<file path="src/rtl/fluxripper_capture_pkg.sv">
// fluxripper_capture_pkg: capture-sequencer state type, defaults and shared helpers.
// Revision 1.0
`default_nettype none

package fluxripper_capture_pkg;

  typedef enum logic [1:0] {
    IDLE    = 2'd0,
    ARM     = 2'd1,
    CAPTURE = 2'd2
  } cap_state_t;

  localparam int REV_W_DEFAULT          = 8;
  localparam int TIMEOUT_CYCLES_DEFAULT = 100_000_000;  // 500 ms at 200 MHz

  function automatic logic [31:0] sat_inc32(input logic [31:0] value);
    return (value == 32'hFFFF_FFFF) ? value : value + 32'd1;
  endfunction

endpackage

`default_nettype wire

</file>
<file path="src/rtl/capture_watchdog.sv">
// capture_watchdog: clearable 32-bit cycle counter with an expiry strobe at TIMEOUT_CYCLES-1.
// Revision 1.0
`default_nettype none

module capture_watchdog
  import fluxripper_capture_pkg::*;
#(
  parameter int TIMEOUT_CYCLES = TIMEOUT_CYCLES_DEFAULT
) (
  input  logic clk,
  input  logic reset,
  input  logic clear,
  input  logic enable,
  output logic expired
);

  localparam logic [31:0] LIMIT = 32'(TIMEOUT_CYCLES - 1);

  logic [31:0] count;

  always_ff @(posedge clk) begin
    if (reset || clear) begin
      count <= 32'd0;
    end else if (enable) begin
      count <= sat_inc32(count);
    end
  end

  assign expired = enable && (count == LIMIT);

endmodule

`default_nettype wire

</file>
<file path="src/rtl/index_capture_sequencer.sv">
// index_capture_sequencer: gates flux capture on index-to-index boundaries of one drive.
// Revision 1.0
`default_nettype none

module index_capture_sequencer
  import fluxripper_capture_pkg::*;
#(
  parameter int TIMEOUT_CYCLES = TIMEOUT_CYCLES_DEFAULT,
  parameter int REV_W          = REV_W_DEFAULT
) (
  input  logic             clk,
  input  logic             reset,
  input  logic [3:0]       index_pulse,
  input  logic [1:0]       drive_sel,
  input  logic             start,
  input  logic             abort,
  input  logic [REV_W-1:0] num_revs,
  output logic             busy,
  output logic             capture_en,
  output logic             rev_marker,
  output logic [REV_W-1:0] rev_count,
  output logic [31:0]      capture_cycles,
  output logic             done,
  output logic             timeout_err,
  output logic             aborted
);

  cap_state_t       state, state_nxt;
  logic [1:0]       sel_q;
  logic [REV_W-1:0] revs_q;
  logic             sel_idx;
  logic             wd_expired;
  logic             accept, arm_hit, rev_hit;
  logic             end_abort, end_complete, end_timeout;
  logic [REV_W:0]   rev_next;

  assign sel_idx    = index_pulse[sel_q];
  assign busy       = (state != IDLE);
  assign capture_en = (state == CAPTURE);
  assign rev_next   = {1'b0, rev_count} + {{REV_W{1'b0}}, 1'b1};

  capture_watchdog #(
    .TIMEOUT_CYCLES(TIMEOUT_CYCLES)
  ) u_watchdog (
    .clk    (clk),
    .reset  (reset),
    .clear  (accept | arm_hit | rev_hit),
    .enable (busy),
    .expired(wd_expired)
  );

  always_ff @(posedge clk) begin
    if (reset) begin
      state <= IDLE;
    end else begin
      state <= state_nxt;
    end
  end

  // Priority in ARM/CAPTURE: abort, then index, then watchdog expiry.
  always_comb begin
    state_nxt    = state;
    accept       = 1'b0;
    arm_hit      = 1'b0;
    rev_hit      = 1'b0;
    end_abort    = 1'b0;
    end_complete = 1'b0;
    end_timeout  = 1'b0;
    case (state)
      IDLE: begin
        if (start) begin
          accept    = 1'b1;
          state_nxt = ARM;
        end
      end
      ARM: begin
        if (abort) begin
          end_abort = 1'b1;
        end else if (sel_idx) begin
          arm_hit   = 1'b1;
          state_nxt = CAPTURE;
        end else if (wd_expired) begin
          end_timeout = 1'b1;
        end
      end
      CAPTURE: begin
        if (abort) begin
          end_abort = 1'b1;
        end else if (sel_idx) begin
          rev_hit = 1'b1;
          if ((revs_q != '0) && (rev_next == {1'b0, revs_q})) begin
            end_complete = 1'b1;
          end
        end else if (wd_expired) begin
          end_timeout = 1'b1;
        end
      end
      default: state_nxt = IDLE;
    endcase
    if (end_abort || end_complete || end_timeout) begin
      state_nxt = IDLE;
    end
  end

  always_ff @(posedge clk) begin
    if (reset) begin
      sel_q          <= 2'd0;
      revs_q         <= '0;
      rev_marker     <= 1'b0;
      rev_count      <= '0;
      capture_cycles <= 32'd0;
      done           <= 1'b0;
      timeout_err    <= 1'b0;
      aborted        <= 1'b0;
    end else begin
      rev_marker <= arm_hit | rev_hit;
      done       <= end_abort | end_complete | end_timeout;
      if (accept) begin
        sel_q          <= drive_sel;
        revs_q         <= num_revs;
        rev_count      <= '0;
        capture_cycles <= 32'd0;
        timeout_err    <= 1'b0;
        aborted        <= 1'b0;
      end else begin
        if (rev_hit && !rev_next[REV_W]) begin
          rev_count <= rev_next[REV_W-1:0];
        end
        if (capture_en) begin
          capture_cycles <= sat_inc32(capture_cycles);
        end
        if (end_abort) begin
          aborted <= 1'b1;
        end
        if (end_timeout) begin
          timeout_err <= 1'b1;
        end
      end
    end
  end

endmodule

`default_nettype wire

</file>
<file path="config.mk">
export PLATFORM = sky130hd
export DESIGN_NAME = index_capture_sequencer
export DESIGN_NICKNAME = d
export VERILOG_FILES = /design/src/rtl/fluxripper_capture_pkg.sv /design/src/rtl/capture_watchdog.sv /design/src/rtl/index_capture_sequencer.sv
export SDC_FILE = /design/constraint.sdc
export NUM_CORES = 1
export LEC_CHECK = 0
export ABC_AREA = 1
export CAP_MARGIN = 15
export CORE_AREA = 2 2 113 115
export DETAILED_ROUTE_END_ITERATION = 8
export DIE_AREA = 0 0 115 117
export GPL_TIMING_DRIVEN = 0
export PLACE_DENSITY = 0.64
export SKIP_LAST_GASP = 1
export SLEW_MARGIN = 20
export SYNTH_ARGS = -nofsm -noshare
export SYNTH_HDL_FRONTEND = slang
export SYNTH_SLANG_ARGS = --single-unit
</file>
<file path="constraint.sdc">
create_clock -name clk -period 2.05 [get_ports clk]
set_input_delay 0.41 -clock clk [delete_from_list [all_inputs] [get_ports clk]]
set_output_delay 0.41 -clock clk [all_outputs]
set_load 0.03 [all_outputs]
</file>
Yosys cells after proc, flatten, opt, wreduce, memory -nomap -nowiden. Index checks and enable logic that the tools add are counted.

Input port bits: 18. Output and inout bits: 46. Register bits after elaboration: 88. Logic and storage cells: 69.

Order comparisons: 1. Add/sub/neg operators: 3. Muxes and demuxes: 22. Reductions and logical operators: 16. Bitwise operators: 8. Eq/ne operators: 9.

Operators with widths (count): adder 32 x 1 -> 32 bit (second input constant) (2); equality test 32 bit (second input constant) (2); equality test 32 x 27 -> 1 bit (second input constant) (1); 2-to-1 mux 1 bit (17); adder 8 x 1 -> 9 bit (second input constant) (1); equality test 9 x 8 -> 1 bit (1); nonzero test 8 bit (1); 2-to-1 mux 2 bit (3); != test 2 bit (second input constant) (3); one-hot mux 2 bit (3 select lines) (1); OR reduction 2 bit (3); bitwise OR 1 bit (5); AND reduction 2 bit (2); AND reduction 4 bit (1); logical AND 1 bit (3); logical OR 1 bit (3); < comparator 2 x 3 -> 1 bit (second input constant) (1); NOT 1 bit (3); binary-select mux 1 bit (select 2 bit) (1); equality test 2 x 1 -> 1 bit (second input constant) (1); equality test 2 bit (second input constant) (1); logical NOT 2 bit (1); nonzero test 2 bit (1); logical NOT 1 bit (1).

Logic depth before layout (Yosys ltp).
Depth in word-level cells: 10. Mapped depth: 13. Mapped depth without buffers: 12.

Modules after synthesis. Synthesis repeated with hierarchy kept, for this count alone.

Cells, all modules: 878. Area, all modules: 5300.1 sq um.

Modules (own cells, without submodules): index_capture_sequencer (cells each 531, times used 1, seq. area each 1121.1 sq um, area each 3275.6 sq um); capture_watchdog (cells each 347, times used 1, seq. area each 640.6 sq um, area each 2024.4 sq um).

Worst setup path before layout. No wires, ideal clock.

Kind: register to register. From: register capture_cycles[1]. To: register capture_cycles[29]. Clock period less this slack: 1.916 ns. Stages on the path, launching flop included: 13. Path buffers: 2. Library setup time: 0.132 ns. Setup slack: 0.134 ns. Required time: 1.918 ns. Arrival time: 1.784 ns. Cells stage by stage: dfxtp_1 ha_1 inv_1 nor2_2 nand2_2 nor2_4 nand2_2 nand2_4 inv_2 buf_6 buf_6 nand2_1 a21oi_1.

Longest elaborated chain between the ends: 3. Elaborated cells on any way between the ends: 4. Classes of those cells: add/sub: 1; eq/ne: 1; bitwise: 1; reduce/logical: 1.

Ends and longest elaborated chain: start: declaration (RTL line index_capture_sequencer.sv:22) `output logic [31:0] capture_cycles,`; start signal: assignment (RTL line index_capture_sequencer.sv:130) `capture_cycles <= sat_inc32(capture_cycles);`; branches (longest 3 deep; another with adder 32 x 1 -> 32 bit).

Parallel ways; which one is timed is not known. A chain may end at the register's enable or synchronous reset.

Worst setup path in the final report.
From: register capture_cycles[17]. To: output port capture_cycles[17].

No word-level cell between the ends.

==> flow_metrics.py <==
metrics = {
    "status": {
        "status": "finished, final reports clean",
    },
    "critical_path": {
        "critPathBufInv": 1,
        "rr_endpoint": "u_watchdog.count[10]$_SDFFE_PP0P_",
        "critPathMaxStageDelay_ns": 0.73,
        "crit_type": "reg -> out",
        "startpoint_type": "flip-flop",
        "critical_path_required_ns": 1.64,
        "cp-endpoint": "capture_cycles[17]",
        "worst-r2r-setup-slack_ns": 0.17,
        "rr_worst_depth": 10,
        "critPathSlowestCell": "clkdlybuf4s50_1",
        "crit_arrival_ns": 1.56,
        "path_cells": "clkdlybuf4s50_1",
        "crit-reg2reg-launch": "u_watchdog.count[0]$_SDFFE_PP0P_",
        "path_max_fanout": 6,
        "path_depth": 1,
        "cp-startpoint": "capture_cycles[17]$_SDFFE_PP0P_",
        "worstSetupEndpointType": "output pin",
        "crit_family": "buffers and inverters",
    },
    "sta": {
        "period_share_pct": 96.0,
        "finalSetupViolations": 0,
        "tightest_slew_ns": 0.473,
        "tns_ns": 0,
        "skew_ns": 0.00679,
        "relSlewSlack_pct": 68.2,
        "rsz0062_at_grt": "false",
        "min_period_ns": 1.97,
        "finalHoldViolations": 0,
        "clock.fmax_ghz": 0.508,
        "slew_viol_final": 0,
    },
    "die": {
        "io_pins": 64,
        "start_util_pct": 43.5,
        "fp.dieW_um": 115,
        "die-area_mm2": 0.0135,
        "core_area_mm2": 0.0123,
        "rows": 41,
        "die_h_um": 117,
    },
    "clock_network": {
        "cts-htree-levels": 3,
        "cts.reportedPaths.clkPinSlew_ns": 0.06,
        "cts_buffers": 9,
        "clock-sinks": 88,
        "clk_path_buf_depth": 2,
        "cts_tree": "done",
        "insertion_delay_ns": 0.35,
        "root_buffer": "clkbuf_16",
        "hold_buffers": 0,
    },
    "pwr": {
        "p_clk_share_pct": 35.8,
        "power_uw": 4970,
        "p_leak_uw": 0.00232,
        "intPower_uw": 3360,
        "p_per_area_mw_per_mm2": 757,
        "p_sw_share_pct": 32.5,
        "combPwrFrac_pct": 26.4,
        "p_seq_share_pct": 37.8,
        "peakVddDrop_mv": 0.463,
        "power_switching_uw": 1620,
    },
    "logic_synthesis": {
        "ys_types": 35,
        "syn_nets": 870,
        "ys_ff_latch": 88,
        "yosys.area.top_type": "dfxtp_1",
        "synth.avg_cell_area_um2": 6.33,
        "synthCells": 845,
        "synth_top_area_share_pct": 32.9,
        "syn_area_mm2": 0.00535,
        "seq_area_frac_synth_pct": 32.9,
        "synth_area_leaders": "dfxtp_1 33%, nand2_1 19%, nor2_1 7.5%, inv_1 6.3%, a21oi_1 5.7%",
        "yosysWarningCount": 0,
    },
    "flow_run": {
        "drv_cap": 0,
    },
    "drt": {
        "num_vias": 5379,
        "drtIter0Drc": 338,
        "wl_per_cell_um": 13.2,
        "viasPerCell": 4.99,
        "wl_um": 14200,
        "drc": 0,
        "antenna_left": 0,
        "firstDrtPassIters": 5,
    },
    "cells_and_area": {
        "nets": 949,
        "drive_gt1_share_pct": 9.47,
        "diodes": 0,
        "utilization_pct": 53.4,
        "syn2layout_area_growth_pct": 22.8,
        "layout.cells.non_filler": 1079,
        "final_area_mm2": 0.00657,
    },
    "global_route": {
        "grt_pass1_vias": 4930,
        "antenna_found_initial": 0,
        "grt_max_degree": 14,
        "grt_pass1_wl_um": 23700,
        "track_usage_pct": 22.3,
        "grt_overflow": 0,
    },
    "place": {
        "dpl_cell_area_mm2": 0.00617,
        "io_buffers": 63,
        "routabilityCongestion": 0.922,
        "placed_cells": 1058,
        "dp_hpwl_um": 10800,
    },
    "worst_hold_path": {
        "hp-class": "reg -> reg",
    },
}
## placed cells by master, fill, tap and decap left out, drive strengths merged
cell type	instances
a21oi	67
a31oi	1
and3	2
buf	17
bufinv	1
clkbuf	22
clkdlybuf4s50	61
clkinv	1
dfxtp	88
dlygate4sd2	1
ha	7
inv	98
nand2	280
nand3	43
nand3b	3
nand4	14
nor2	113
nor3	37
nor3b	2
o211ai	1
o21a	1
o21ai	33
o21bai	4
xnor2	6
xor2	26
## timing repair
item | in CTS | in global routing
endpoints found under the setup margin | 71 | 64
buffers inserted | 3 | 2
pin swaps | 2 | 1
gates resized for setup | 12 | 17
## worst min path at each step
| stage | start | to | slack [ns] | depth (start not counted) |
|---|---|---|---|---|
| 2_1_floorplan | u_watchdog.count[31]$_SDFFE_PP0P_ | u_watchdog.count[31]$_SDFFE_PP0P_ | 0.44 | 2 |
| 3_3_place_gp | timeout_err$_SDFFE_PP0P_ | timeout_err$_SDFFE_PP0P_ | 0.45 | 2 |
| 3_5_place_dp | u_watchdog.count[31]$_SDFFE_PP0P_ | u_watchdog.count[31]$_SDFFE_PP0P_ | 0.46 | 2 |
| 4_1_cts | u_watchdog.count[31]$_SDFFE_PP0P_ | u_watchdog.count[31]$_SDFFE_PP0P_ | 0.47 | 2 |
| 5_1_grt | u_watchdog.count[31]$_SDFFE_PP0P_ | u_watchdog.count[31]$_SDFFE_PP0P_ | 0.50 | 2 |
| 6_report | u_watchdog.count[31]$_SDFFE_PP0P_ | u_watchdog.count[31]$_SDFFE_PP0P_ | 0.46 | 2 |
## power groups by stage
stage / Combinational (uW) / Sequential [uW] / Clock, uW
global route: 1450 / 1900 / 1880
CTS: 1290 / 1880 / 1800
floorplan: 817 / 1930 / 0
finish: 1310 / 1880 / 1780
detailed placement: 1210 / 1920 / 0
global placement: 1210 / 1920 / 0
## state kept, by name, indices dropped and copies added, names as in the netlist
register	count
aborted	1
capture_cycles	32
done	1
rev_count	8
rev_marker	1
revs_q	8
sel_q	2
state	2
timeout_err	1
u_watchdog.count	32
## through the flow
stage	hold WS, ns	setup slack (ns)
2_1_floorplan	0.443	0.134
3_3_place_gp	0.454	-0.514
3_5_place_dp	0.456	-0.520
4_1_cts	0.467	0.00258
5_1_grt	0.501	0.0209
6_report	0.463	0.0824
## final cells by class
| class | instances | area (um2) |
|---|---|---|
| multi-input cells | 640 | 3100 |
| flip-flops and latches | 88 | 1760 |
| clock buffers | 14 | 284 |
| fillers | 1292 | 5740 |
| plain buffers | 19 | 154 |
| inverters | 98 | 373 |
| clock inverters | 2 | 35.0 |
| well taps | 150 | 188 |
| repair buffers | 68 | 674 |
## cells in the mapped netlist
cell type	n
nand2_1	265
nor2_1	107
inv_1	90
dfxtp_1	88
a21oi_1	61
nand3_1	43
nor3_1	31
o21ai_0	31
xor2_1	26
nand4_1	14
nand2_2	13
clkbuf_1	7
ha_1	7
inv_2	7
xnor2_1	6
a21oi_2	5
buf_2	5
buf_6	5
nor2_2	4
nor3_2	4
o21bai_1	4
nand3b_1	3
and3_1	2
nand2_4	2
nor2_4	2
nor3_4	2
nor3b_1	2
o21ai_1	2
a21oi_4	1
a31oi_1	1
buf_12	1
buf_8	1
clkinv_1	1
o211ai_1	1
o21a_1	1
## cells by family after synthesis
group	after synthesis	share of synthesized area, %
AOI/OAI and AO/OA	107	10.9
adders and majority gates	7	1.64
and+or+nand+nor	494	39.8
DFF	88	32.9
xor gates and xnor gates	32	5.24
buffers and inverters	117	9.54
## metal layers
layer | vias to the layer above | global-route usage, % | wire length (um)
li1 | 2841 | - | -
met1 | 2395 | 30.8 | 6970
met2 | 121 | 35.5 | 6310
met3 | 22 | 3.40 | 676
met4 | 0 | 8.03 | 254
met5 | - | 0 | 0
## worst min-delay path, cell delays in order (launching register included)
cell	delay (ns)
dfxtp_1	0.31
nand2_1	0.06
a21oi_1	0.05
Power figures use the tool's default switching activity.
